## config.mk

```make
export PLATFORM = sky130hd
export DESIGN_NAME = dot_operand_packer_flat
export DESIGN_NICKNAME = d
export VERILOG_FILES = /design/src/rtl/dot_operand_packer_if.sv /design/src/rtl/dot_operand_packer.sv /design/src/flat_wrapper.sv
export SDC_FILE = /design/constraint.sdc
export NUM_CORES = 1
export LEC_CHECK = 0
export CELL_PAD_IN_SITES_DETAIL_PLACEMENT = 1
export CELL_PAD_IN_SITES_GLOBAL_PLACEMENT = 2
export CORE_MARGIN = 3
export CORE_UTILIZATION = 35
export CTS_BUF_LIST = sky130_fd_sc_hd__clkbuf_16
export DETAILED_ROUTE_END_ITERATION = 6
export GPL_ROUTABILITY_DRIVEN = 0
export GPL_TIMING_DRIVEN = 1
export HOLD_SLACK_MARGIN = 0.12
export PLACE_DENSITY_LB_ADDON = 0.15
export REMOVE_ABC_BUFFERS = 1
export SYNTH_ARGS = -nofsm -noshare
export SYNTH_HDL_FRONTEND = slang
export SYNTH_SLANG_ARGS = --single-unit
export TNS_END_PERCENT = 1
```

## constraint.sdc

```tcl
create_clock -name clk -period 4.97 [get_ports clk]
set_input_delay 0.7455 -clock clk [delete_from_list [all_inputs] [get_ports clk]]
set_output_delay 0.7455 -clock clk [all_outputs]
set_load 0.05 [all_outputs]
```

## src/rtl/dot_operand_packer_if.sv

```systemverilog
// Operand-pair input stream and packed vector-pair output stream of dot_operand_packer.
// The master side is the upstream feeder plus the downstream dot-product unit.
// The slave side is the packer itself.
interface dot_operand_packer_if #(
  parameter int unsigned N  = 4,
  parameter int unsigned DW = 8
);
  logic            in_valid;
  logic            in_ready;
  logic [DW-1:0]   in_a;
  logic [DW-1:0]   in_b;
  logic            in_last;
  logic            out_valid;
  logic            out_ready;
  logic [DW*N-1:0] out_vec1;
  logic [DW*N-1:0] out_vec2;

  modport master (
    output in_valid, in_a, in_b, in_last, out_ready,
    input  in_ready, out_valid, out_vec1, out_vec2
  );

  modport slave (
    input  in_valid, in_a, in_b, in_last, out_ready,
    output in_ready, out_valid, out_vec1, out_vec2
  );
endinterface

```

## src/rtl/dot_operand_packer.sv

```systemverilog
// Packs N consecutive (a, b) operand pairs into two DW*N-bit lane vectors for the dot unit.
// Short vectors are closed with in_last; their unused lanes are zero.
// Storage has two stages: an assembly buffer, then the output register.
// Optional macro DOT_PACKER_CNT_EN adds the 16-bit vec_count port.
// vec_count counts vector transfers and wraps from 16'hFFFF to 0.
module dot_operand_packer #(
  parameter int unsigned N  = 4,
  parameter int unsigned DW = 8
) (
  input  logic                  clk,
  input  logic                  rst,
  dot_operand_packer_if.slave   bus
`ifdef DOT_PACKER_CNT_EN
  ,
  output logic [15:0]           vec_count
`endif
);

  localparam int unsigned    IdxW    = (N > 1) ? $clog2(N) : 1;
  localparam logic [IdxW-1:0] LastIdx = IdxW'(N - 1);

  logic [IdxW-1:0] idx_q, idx_d;
  logic            asm_full_q, asm_full_d;
  logic [DW*N-1:0] asm1_q, asm1_d, asm2_q, asm2_d;
  logic            out_valid_q, out_valid_d;
  logic [DW*N-1:0] out_vec1_q, out_vec1_d, out_vec2_q, out_vec2_d;

  logic accept, complete, slot_free, out_fire;

  assign bus.in_ready  = !asm_full_q;
  assign bus.out_valid = out_valid_q;
  assign bus.out_vec1  = out_vec1_q;
  assign bus.out_vec2  = out_vec2_q;

  assign accept    = bus.in_valid && !asm_full_q;
  assign complete  = accept && ((idx_q == LastIdx) || bus.in_last);
  assign out_fire  = out_valid_q && bus.out_ready;
  assign slot_free = !out_valid_q || bus.out_ready;

  // Assembly buffer: write the accepted pair into lane idx; lane 0 clears the rest for padding.
  always_comb begin
    asm1_d = asm1_q;
    asm2_d = asm2_q;
    idx_d  = idx_q;
    if (accept) begin
      if (idx_q == '0) begin
        asm1_d = '0;
        asm2_d = '0;
      end
      for (int unsigned i = 0; i < N; i++) begin
        if (idx_q == IdxW'(i)) begin
          asm1_d[i*DW +: DW] = bus.in_a;
          asm2_d[i*DW +: DW] = bus.in_b;
        end
      end
      idx_d = complete ? '0 : idx_q + 1'b1;
    end
  end

  // Output register: load a held vector, or load a just-completed vector if the slot frees up.
  always_comb begin
    out_valid_d = out_valid_q;
    out_vec1_d  = out_vec1_q;
    out_vec2_d  = out_vec2_q;
    asm_full_d  = asm_full_q;
    if (out_fire) begin
      out_valid_d = 1'b0;
    end
    if (asm_full_q) begin
      // No accept can happen here, so the assembly buffer is stable.
      if (bus.out_ready) begin
        out_vec1_d  = asm1_q;
        out_vec2_d  = asm2_q;
        out_valid_d = 1'b1;
        asm_full_d  = 1'b0;
      end
    end else if (complete) begin
      if (slot_free) begin
        // asm*_d already holds the element accepted this cycle.
        out_vec1_d  = asm1_d;
        out_vec2_d  = asm2_d;
        out_valid_d = 1'b1;
      end else begin
        asm_full_d = 1'b1;
      end
    end
  end

  // State registers with synchronous reset.
  always_ff @(posedge clk) begin
    if (rst) begin
      idx_q       <= '0;
      asm_full_q  <= 1'b0;
      asm1_q      <= '0;
      asm2_q      <= '0;
      out_valid_q <= 1'b0;
      out_vec1_q  <= '0;
      out_vec2_q  <= '0;
    end else begin
      idx_q       <= idx_d;
      asm_full_q  <= asm_full_d;
      asm1_q      <= asm1_d;
      asm2_q      <= asm2_d;
      out_valid_q <= out_valid_d;
      out_vec1_q  <= out_vec1_d;
      out_vec2_q  <= out_vec2_d;
    end
  end

`ifdef DOT_PACKER_CNT_EN
  logic [15:0] cnt_q;

  // Transfer counter; wraps naturally at 16 bits.
  always_ff @(posedge clk) begin
    if (rst) begin
      cnt_q <= '0;
    end else if (out_fire) begin
      cnt_q <= cnt_q + 16'd1;
    end
  end

  assign vec_count = cnt_q;
`endif

endmodule

```

## src/flat_wrapper.sv

```systemverilog
// flat-port wrapper written by rule: the top's interface ports become plain ports
module dot_operand_packer_flat 
#(
  parameter int unsigned N  = 4,
  parameter int unsigned DW = 8
)
  (clk, rst, bus_in_valid, bus_in_a, bus_in_b, bus_in_last, bus_out_ready, bus_in_ready, bus_out_valid, bus_out_vec1, bus_out_vec2);
  dot_operand_packer_if #(.N(N), .DW(DW)) bus_i ();
  input  logic clk;
  input  logic rst;
  input wire logic [$bits(bus_i.in_valid)-1:0] bus_in_valid;
  input wire logic [$bits(bus_i.in_a)-1:0] bus_in_a;
  input wire logic [$bits(bus_i.in_b)-1:0] bus_in_b;
  input wire logic [$bits(bus_i.in_last)-1:0] bus_in_last;
  input wire logic [$bits(bus_i.out_ready)-1:0] bus_out_ready;
  output wire logic [$bits(bus_i.in_ready)-1:0] bus_in_ready;
  output wire logic [$bits(bus_i.out_valid)-1:0] bus_out_valid;
  output wire logic [$bits(bus_i.out_vec1)-1:0] bus_out_vec1;
  output wire logic [$bits(bus_i.out_vec2)-1:0] bus_out_vec2;
  assign bus_i.in_valid = bus_in_valid;
  assign bus_i.in_a = bus_in_a;
  assign bus_i.in_b = bus_in_b;
  assign bus_i.in_last = bus_in_last;
  assign bus_i.out_ready = bus_out_ready;
  assign bus_in_ready = bus_i.in_ready;
  assign bus_out_valid = bus_i.out_valid;
  assign bus_out_vec1 = bus_i.out_vec1;
  assign bus_out_vec2 = bus_i.out_vec2;
  dot_operand_packer #(.N(N), .DW(DW)) u_core (.clk(clk), .rst(rst), .bus(bus_i));
endmodule
```

### Word-level counts from Yosys, hierarchy flattened

Index checks and enable logic that the tools add are counted.
W data, S select, Z words.

| storage, ports and cells | value |
|---|---|
| register bits after elaboration | 132 |
| input bits | 21 |
| output and inout bits | 66 |
| logic and storage cells | 53 |

| operators by class | value |
|---|---|
| $add $sub $neg | 1 |
| equality and inequality tests | 4 |
| muxes and demuxes | 30 |
| reduce and logical (&&, ||, !) cells | 11 |

Operators by type and width:

| operator | count |
|---|---|
| $mux W32 | 12 |
| $mux W8 | 8 |
| $mux W1 | 9 |
| $eq A2 B2 Y1 const B | 2 |
| $reduce_bool A2 Y1 | 2 |
| $logic_and A1 B1 Y1 | 3 |
| $reduce_and A3 Y1 | 1 |
| $add A2 B1 Y2 const B | 1 |
| $eq A2 B1 Y1 const B | 1 |
| $logic_not A1 Y1 | 2 |
| $logic_not A2 Y1 | 1 |
| $logic_or A1 B1 Y1 | 2 |
| $mux W2 | 1 |
| $ne A2 B2 Y1 const B | 1 |

### Depth between registers and ports, before layout

| logic depth | value |
|---|---|
| depth in word-level cells | 7 |
| gate-level depth with buffers | 7 |
| mapped depth without buffers | 5 |

### Worst setup path before layout

Ideal clock, no wire load.

| timing | value |
|---|---|
| path kind | register to output |
| start | reg u_core.asm_full_q |
| end | out bus_in_ready |
| data arrival time | 1133 ps |
| data required time | 4225 ps |
| slack | 3092 ps |
| stages on the path, launching flop included | 5 |
| buffers on the path | 3 |
| cell sequence | dfxtp_1 buf_6 buf_2 clkbuf_1 inv_1 |

| on the way | value |
|---|---|
| cells in the longest elaborated chain, start to end | 1 |

RTL lines:

| element | RTL line | text |
|---|---|---|
| start: declaration | dot_operand_packer.sv:23 | `logic asm_full_q, asm_full_d;` |
| start signal: assignment | dot_operand_packer.sv:101 | `asm_full_q <= asm_full_d;` |
| $logic_not A1 Y1 | dot_operand_packer.sv:30 | `assign bus.in_ready = !asm_full_q;` |
| end: declaration | flat_wrapper.sv:16 | `output wire logic [$bits(bus_i.in_ready)-1:0] bus_in_ready;` |

No other way between the ends.

### Worst setup path after layout

| timing | value |
|---|---|
| start | in bus_in_valid |
| end | reg u_core.out_vec2_q[1], in the netlist u_core.bus.out_vec2[1] |

| on the way | value |
|---|---|
| cells in the longest elaborated chain, start to end | 5 |
| elaborated cells between the ends (all ways) | 8 |
| those cells by class | mux (4); reduce/logical (4) |

RTL lines:

| element | RTL line | text |
|---|---|---|
| start: declaration | flat_wrapper.sv:11 | `input wire logic [$bits(bus_i.in_valid)-1:0] bus_in_valid;` |
| $logic_and A1 B1 Y1 (*) | dot_operand_packer.sv:35 | `assign accept = bus.in_valid && !asm_full_q;` |
| $mux W32 | dot_operand_packer.sv:45 | `if (accept) begin` |
| $mux W32 | dot_operand_packer.sv:78 | `if (slot_free) begin` |
| $mux W32 | dot_operand_packer.sv:77 | `end else if (complete) begin` |
| $mux W32 | dot_operand_packer.sv:69 | `if (asm_full_q) begin` |
| end signal: assignment | dot_operand_packer.sv:106 | `out_vec2_q <= out_vec2_d;` |
| end: declaration | dot_operand_packer.sv:26 | `logic [DW*N-1:0] out_vec1_q, out_vec1_d, out_vec2_q, out_vec2_d;` |

Every way passes the cells marked *; elsewhere a longest branch is shown, timed or not. The select of a mux whose other input is x is not followed.
A chain may end at the register's enable or synchronous reset.

==> summary.md <==
| Metric | Value |
|---|---|
| Outcome | finished clean |
| Vias in the first global route | between 4k and 5k |
| Worst setup SP type | primary input |
| Hold Path Class | register to register |
| Antenna violations before repair | 0 |
| First-pass GRT wire length | around 26000 µm |
| Worst slew pin tran | between 1 and 1.5 ns |
| Hold Fails Final Rpt | 0 |
| Synth Area in XOR/XNOR | 0% |
| Tmin final | about 2.7 ns |
| Mapped Cells | approximately 590 |
| WP data arrival | 2.95 ns |
| Antenna-violating nets left | 0 |
| Buffer count from post-CTS setup fixing | 0 |
| Synth unique cells | 26 |
| Reg clk slew, reported paths | approximately 0.050 ns |
| Pin count of the biggest net entering global routing | 99 |
| Number of synthesized flops with an enable pin | 0 |
| Yosys warnings | 0 |
| Row cnt | 44 |
| Pwr Density | around 390 mW/mm² |
| Layout Nets | around 670 |
| Largest family of logic cells by synthesized area | compound AO/OA/AOI/OAI gates |
| Fillers | between 1.5k and 2k |
| Vias | roughly 4.7k |
| WL/cell | between 15 and 20 µm |
| Buffers on Ports | between 80 and 90 |
| TritonCTS clock tree | built |
| Metal-1 WL | around 7700 µm |
| Post-CTS sizing | 0 |
| Max Slew Vio Count | 0 |
| Sequential fraction of the synthesis area | roughly half |
| Core region area | approximately 0.015 mm² |
| Synth Flop Type | dfxtp_1 |
| Yosys reg bits | about 130 |
| # setup viols final | 0 |
| Syn Std Cell Area | approximately 0.0054 mm² |
| Setup Crit Path Kind | primary input to register |
| Vias per cell | roughly 5.7 |
| Layout cells sized above 1 | between 10% and 20% |
| CP max FO | 34 |
| Hpwl dp | roughly 9300 µm |
| Starting Density | between 30% and 40% |
| Post-synth ARST share | 0% |
| Post-Synth Adder-Cell Area | 0.927% |
| Starting DRC count in detailed routing | 292 |
| Clk_skew | around 0.0083 ns |
| Global Route Usage Sum | roughly a fifth |
| Hold WS | approximately 0.5 ns |
| Peak supply drop | ~0.27 mV |
| Die Width | roughly 130 µm |
| Clk_lat worst skew | ~0.4 ns |
| Cell taking the most area after synthesis | dfxtp_1 |
| DRC Markers | 0 |
| CTS sink count | 132 |
| CP required | 5.20 ns |
| GR Overflow Total | 0 |
| Mux share of post-synthesis cell area | around 3.2% |
| Layout area overhead | 25.4% |
| Antenna Cells | 0 |
| Pre-Repair DR Iteration Count | 4 |
| Num ports | between 80 and 90 |
| Achievable Freq | 368 MHz |
| # hold bufs at CTS | 0 |
| DR top layer | met4 |
| Die Ht | 130 µm |
| Crit. End Element | register |
| Unrepaired setup endpoints after global routing | false |
| Clock Path Buffers | 2 |
| Period utilization | a little over half |
| Num CTS Buffers | 17 |
| Synth top area share | about half |
| CTS H-Tree Depth | 4 |
| Met3 Wirelength | 629 µm |
| Root buf cell | clkbuf_16 |
| Post-Synth Simple-Gate Area | 14.3% |
| Die area | between 0.015 and 0.02 mm² |
| Synth top area cells | dfxtp_1, a311oi_1, o22ai_1 |
| Leak pwr | ~2.5 nW |
| Slew headroom | between 20% and 30% |
| Synth Area in Compound Gates | 27.0% |
| Final Util | between 40 and 50% |
| Total Wirelength | roughly 16000 µm |
| Syn avg cell area | approximately 9 µm² |
| Total of max-cap violations | 0 |
| Met2 wire len | about 7700 µm |
[placed cells by master, fill, tap and decap left out, types with 3 or more instances in the layout]
cell / Yosys / routed
a2111oi_2: 12 / 12
clkinv_1: 0 / 5
nor3_1: 17 / 17
o21ai_0: 48 / 48
clkinv_2: 0 / 3
buf_4: 0 / 8
nor2_1: 35 / 34
or2_2: 48 / 48
ha_1: 4 / 4
dfxtp_1: 132 / 131
a311oi_1: 48 / 48
and3b_1: 3 / 3
clkbuf_16: 0 / 17
a2111oi_0: 4 / 4
clkdlybuf4s50_1: 0 / 85
nand2_1: 51 / 51
a21oi_1: 52 / 52
o22ai_1: 48 / 48
inv_1: 3 / 8
mux2i_1: 17 / 17
[power by group]
group	internal [W]	switching [W]
Sequential	0.00111	0.0000343
Clock	0.000662	0.000432
Combinational	0.000151	0.000279
Total	0.00192	0.000746
[layer usage]
layer | up-vias | global-route usage [%]
met3 | 17 | 3.68
met5 | - | 0
li1 | 2276 | -
met4 | 0 | 6.66
met2 | 95 | 32.3
met1 | 2345 | 25.9
[state kept, by name, indices dropped and copies added, names as in the netlist]
name                  count
u_core.asm1_q            32
u_core.idx_q              2
u_core.bus.out_vec1      32
u_core.asm_full_q         1
u_core.bus.out_vec2      32
u_core.asm2_q            32
u_core.bus.out_valid      1
[layout make-up]
| class | instances | area [µm²] | area share (%) |
|---|---|---|---|
| Timing Repair Buffer | 93 | 911 | 13.5 |
| Multi-Input combinational cell | 394 | 2470 | 36.4 |
| Sequential cell | 132 | 2640 | 39.0 |
| Inverter | 3 | 11.3 | 0.166 |
| Clock buffer | 17 | 425 | 6.28 |
| Clock inverter | 14 | 82.6 | 1.22 |
| Tap cell | 184 | 230 | 3.40 |
[per-stage QoR]
step / total power [W] / cells / setup TNS, ns / setup WS, ns / instance area [µm²]
after CTS: 0.00269 / 837 / 0 / 2.24 / 6770
after floorplan: 0.00143 / 529 / -0.528 / -0.0919 / 5100
after detailed placement: 0.00160 / 806 / 0 / 1.81 / 6260
final: 0.00267 / 837 / 0 / 2.25 / 6770
after global routing: 0.00278 / 837 / 0 / 2.10 / 6770
after global placement: 0.00159 / 806 / 0 / 1.87 / 6260
[path summary, 6_finish.rpt]
path / startpoint / to / slack (ns) / depth (start not counted)
worst max-delay path: bus_in_valid / u_core.bus.out_vec2[1] / 2.25 / 5
worst min-delay path: u_core.asm2_q[1] / u_core.asm2_q[1] / 0.49 / 2
worst max register to register: u_core.idx_q[0] / u_core.bus.out_vec2[1] / 2.53 / 5
worst min register to register: u_core.asm2_q[1] / u_core.asm2_q[1] / 0.49 / 2
[cell families after synthesis]
kind of cell / Yosys count
DFF: 132
and+or+nand+nor: 158
adders and majority gates: 4
muxes: 17
AOI/OAI and AO/OA: 215
buffers and inverters: 63
[cells in the mapped netlist, types with 12 or more instances]
cell type / n
a2111oi_2: 12
a21oi_1: 52
a311oi_1: 48
buf_2: 23
clkbuf_1: 30
dfxtp_1: 132
mux2i_1: 17
nand2_1: 51
nor2_1: 35
nor3_1: 17
o21ai_0: 48
o22ai_1: 48
or2_2: 48
[worst max-delay path: stages]
cell             delay [ns]
clkdlybuf4s50_1        0.60
o21a_2                 0.19
o21a_2                 0.72
buf_4                  0.50
a2111oi_0              0.18
Power figures use the tool's default switching activity.
